`src/rtl/baud_tick_generator.sv`:
```
// Fractional baud/oversample tick generator: a fractional-N sample divider
// feeding a sub-counter that derives bit-rate and mid-bit ticks.
module baud_tick_generator #(
  parameter int unsigned DVSR_W     = 16,
  parameter int unsigned FRAC_W     = 4,
  parameter int unsigned OSR_W      = 5,
  parameter int unsigned RESET_DVSR = 650,
  parameter int unsigned RESET_FRAC = 0,
  parameter int unsigned RESET_OSR  = 15
) (
  input  logic              clk,
  input  logic              reset_n,
  input  logic              en,
  input  logic              load,
  input  logic              resync,
  input  logic [DVSR_W-1:0] dvsr_int,
  input  logic [FRAC_W-1:0] dvsr_frac,
  input  logic [OSR_W-1:0]  osr,
  output logic              sample_tick,
  output logic              bit_tick,
  output logic              mid_tick
);

  logic [DVSR_W-1:0] dvsr_q;
  logic [FRAC_W-1:0] frac_q;
  logic [OSR_W-1:0]  osr_q;

  logic [DVSR_W-1:0] cnt;
  logic [FRAC_W-1:0] acc;
  logic              extra;
  logic [OSR_W-1:0]  sub;

  logic [DVSR_W:0]   term_val;
  logic              terminal;
  logic [FRAC_W:0]   acc_sum;

  // One extra bit so an all-ones divisor stretched by 'extra' cannot wrap.
  always_comb begin
    term_val = {1'b0, dvsr_q} + {{DVSR_W{1'b0}}, extra};
    terminal = ({1'b0, cnt} == term_val);
    acc_sum  = {1'b0, acc} + {1'b0, frac_q};
  end

  always_ff @(posedge clk) begin
    if (!reset_n) begin
      dvsr_q      <= DVSR_W'(RESET_DVSR);
      frac_q      <= FRAC_W'(RESET_FRAC);
      osr_q       <= OSR_W'(RESET_OSR);
      cnt         <= '0;
      acc         <= '0;
      extra       <= 1'b0;
      sub         <= '0;
      sample_tick <= 1'b0;
      bit_tick    <= 1'b0;
      mid_tick    <= 1'b0;
    end else if (load) begin
      dvsr_q      <= dvsr_int;
      frac_q      <= dvsr_frac;
      osr_q       <= osr;
      cnt         <= '0;
      acc         <= '0;
      extra       <= 1'b0;
      sub         <= '0;
      sample_tick <= 1'b0;
      bit_tick    <= 1'b0;
      mid_tick    <= 1'b0;
    end else if (resync) begin
      cnt         <= '0;
      acc         <= '0;
      extra       <= 1'b0;
      sub         <= '0;
      sample_tick <= 1'b0;
      bit_tick    <= 1'b0;
      mid_tick    <= 1'b0;
    end else if (en) begin
      if (terminal) begin
        cnt         <= '0;
        acc         <= acc_sum[FRAC_W-1:0];
        extra       <= acc_sum[FRAC_W];
        sample_tick <= 1'b1;
        mid_tick    <= (sub == (osr_q >> 1));
        if (sub == osr_q) begin
          sub      <= '0;
          bit_tick <= 1'b1;
        end else begin
          sub      <= sub + OSR_W'(1);
          bit_tick <= 1'b0;
        end
      end else begin
        cnt         <= cnt + DVSR_W'(1);
        sample_tick <= 1'b0;
        bit_tick    <= 1'b0;
        mid_tick    <= 1'b0;
      end
    end else begin
      sample_tick <= 1'b0;
      bit_tick    <= 1'b0;
      mid_tick    <= 1'b0;
    end
  end

endmodule

```
`config.mk`:
```
export PLATFORM = sky130hd
export DESIGN_NAME = baud_tick_generator
export DESIGN_NICKNAME = d
export VERILOG_FILES = /design/src/rtl/baud_tick_generator.sv
export SDC_FILE = /design/constraint.sdc
export NUM_CORES = 1
export LEC_CHECK = 0
export ABC_AREA = 0
export BUFFER_PORTS_ARGS = -buffer_cell sky130_fd_sc_hd__clkbuf_2
export CAP_MARGIN = 20
export CORE_MARGIN = 4
export CORE_UTILIZATION = 45
export CTS_BUF_LIST = sky130_fd_sc_hd__clkbuf_8
export DETAILED_ROUTE_END_ITERATION = 16
export SKIP_CTS_REPAIR_TIMING = 1
export SYNTH_ARGS = -nofsm -noshare
export SYNTH_HDL_FRONTEND = slang
export SYNTH_SLANG_ARGS = --single-unit
```
`constraint.sdc`:
```
create_clock -name clk -period 2.7 [get_ports clk]
set_input_delay 0.405 -clock clk [delete_from_list [all_inputs] [get_ports clk]]
set_output_delay 0.405 -clock clk [all_outputs]
set_load 0.1 [all_outputs]
```
==> results.txt <==
Outcome = completed
Sw frac = 24.2%
Fin crit period = 2530 ps
CTS sink cnt = 54
Largest stage delay, worst path = 390 ps
CTS H-tree depth = 2
WS Path Type = flop to flop
Mapped Area = 2960 µm²
Global Route Usage Sum = 17.3%
Fin. Hold Viols = 0
Final core utilization = 52.7%
Netlist cell types = 54
Tot Pwr = 1.55 mW
CTS tree = yes
Leakage power = 1.37 nW
Internal Power = 1.17 mW
Top-area cell type share of the netlist area = 36.5%
Routability cong. = 0.867
Vias in the first global route = 2201
Clock Power Share = 35.1%
Post-route DRC = 0
Placeable Area = 6390 µm²
Row Count = 29
I/O pins = 33
Reg2reg path depth = 10
CP endpoint kind = flop
WL/cell = 14.4 µm
MaxCap Viol Count = 0
Switching power total = 0.374 mW
Tcrit/Tclk final = 93.7%
WP data required = 2910 ps
Worst hold slack = 300 ps
Area growth, synth to finish = 13.5%
Synth area leader = dfxtp_1
Sequential group share of total power = 54.7%
Worst min path class = input pin to flop
Sequential share of the synthesized area = 36.5%
Syn Nets = 365
VDD IR max = 0.231 mV
Max-slew violations = 0
CTS Buf Count = 5
Clk root buf = clkbuf_8
WHS Path Cells = 3
CP arrival = 2740 ps
Max Fclk = 395 MHz
DR vias = 2323
Share of cells above drive strength 1 = 17.5%
Die W = 89.2 µm
CTS Buffer Depth = 2
Final net count = 398
Post-synthesis async set-or-reset flop share = 0%
Setup violators final = 0
Wire length of the first global-routing pass = 10.6 mm
Synthesized flop and latch total = 54
# diodes = 0
Die footprint = 7950 µm²
Fillers = 626
Pwr/cell area = 460 nW/µm²
Skew-Pair Late Insertion Delay = 310 ps
Most numerous cell in the Yosys netlist = dfxtp_1
CP max stage cell = a2111oi_2
Commonest cells in the synthesized netlist = dfxtp_1 (54), nand2_1 (29), mux2i_1 (27), nor2b_1 (24)
Avg Cell Area, Syn = 9.09 µm²
Top FF cell, synth = dfxtp_1
Antenna viol nets, final = 0
Initial Util = 46.4%
Cells along the critical path = ha_1, ha_2, inv_1, nor4_4, o21ai_1, a2111oi_2, and4_1, buf_12, nand2b_1, a21oi_1
Initial drt markers = 176
Final HPWL from detailed placement = 4.74 mm
Avg Vias per Cell = 5.32
Buffers on Ports = 32
Pin count of the biggest net entering global routing = 25
Initial DRT Pass Iterations = 4
Top post-synthesis cells by area = dfxtp_1 (36%), mux2i_1 (9.1%), xnor2_1 (6.8%)
Initial antenna violation count = 0
Synth Warn # = 0
Comb pwr share = 10.3%
Total grt overflow = 0
Crit start category = flop
Clock-pin slew on the worst setup and hold paths = 100 ps
Die H = 89.2 µm
Worst-Margin Slew = 541 ps
Maximum fanout along the worst path = 18
Detailed Route WL = 6.29 mm
Worst Skew = 17.4 ps
Post-synth EDFFs = 0
Syn Inst Count = 326
Rel. slew slack = 64.1%
## logic make-up after synthesis
| kind of cell | synth area share [%] |
|---|---|
| AO/OA/AOI/OAI | 9.08 |
| XOR/XNOR | 12.7 |
| adder cells (fa/ha/maj) | 4.05 |
| buffers and inverters | 3.50 |
| flip-flops | 36.5 |
| multiplexers | 9.62 |
| AND/OR/NAND/NOR | 24.6 |
## routing by layer
layer / routed length, µm / vias up / share of wire, % / track usage, %
met5: 0 / - / 0 / 0
met4: 58 / 0 / 0.92 / 4.06
met3: 266 / 6 / 4.2 / 3.59
met2: 2770 / 42 / 44 / 26.8
met1: 3200 / 1077 / 51 / 24.7
li1: - / 1198 / - / -
## cells in the final DEF, fill, tap and decap left out, drive strengths merged, types with 2 or more instances in the layout
| cell | instances |
|---|---|
| xnor2 | 23 |
| nor4 | 2 |
| nor2 | 23 |
| or2 | 3 |
| nand3 | 15 |
| nand4 | 13 |
| o21ai | 9 |
| a211oi | 3 |
| nor3 | 7 |
| ha | 8 |
| clkinv | 2 |
| xor2 | 20 |
| nor3b | 3 |
| and4 | 3 |
| mux2i | 27 |
| a21o | 3 |
| and3 | 7 |
| buf | 9 |
| inv | 5 |
| nand3b | 2 |
| clkbuf | 37 |
| dfxtp | 54 |
| nand2 | 29 |
| nor2b | 24 |
| a21oi | 7 |
| o31ai | 4 |
## registers in the layout, indices dropped and copies added (netlist names)
register / flops
cnt: 16
dvsr_q: 16
osr_q: 5
sub: 5
acc: 4
frac_q: 4
bit_tick: 1
extra: 1
mid_tick: 1
sample_tick: 1
## final timing paths
path                            slack, ps   endpoint   startpoint
worst min-delay path                  300  dvsr_q[3]  dvsr_int[3]
worst max register to register        170      extra        extra
worst max-delay path                  170      extra        extra
worst min register to register        460     acc[0]       acc[0]
## per-stage QoR
stage	TNS [ps]	setup WS [ps]	std cells	instance area, µm²
2_1_floorplan	0	417	326	2960
3_3_place_gp	0	182	428	3210
3_5_place_dp	0	57.2	428	3210
4_1_cts	0	17.0	436	3320
5_1_grt	-143	-63.8	437	3360
6_report	0	170	437	3360
## layout make-up
| class | count | area [µm²] | share of cell area (%) |
|---|---|---|---|
| multi-input cells | 252 | 1810 | 53.7 |
| flip-flops and latches | 54 | 1080 | 32.1 |
| repair buffers | 41 | 253 | 7.51 |
| well taps | 77 | 96.3 | 2.86 |
| clock buffers | 5 | 68.8 | 2.05 |
| clock inverters | 3 | 40.0 | 1.19 |
| inverters | 5 | 18.8 | 0.558 |
## power by group through the flow
stage	sequential [mW]	combinational, mW	clock, mW
after floorplan	0.857	0.109	0
after global placement	0.864	0.155	0
after detailed placement	0.864	0.155	0
after CTS	0.846	0.156	0.562
after global routing	0.850	0.177	0.596
final	0.846	0.159	0.543
## worst max-delay path, delay by kind of cell (launching register included)
kind                       cells  cell delay [ps]
and+or+nand+nor                3              690
buffers and inverters          2              280
AOI/OAI and AO/OA              3              620
DFF                            1              350
adders and majority gates      2              480
Note: power is estimated with default switching activity, not from simulation.
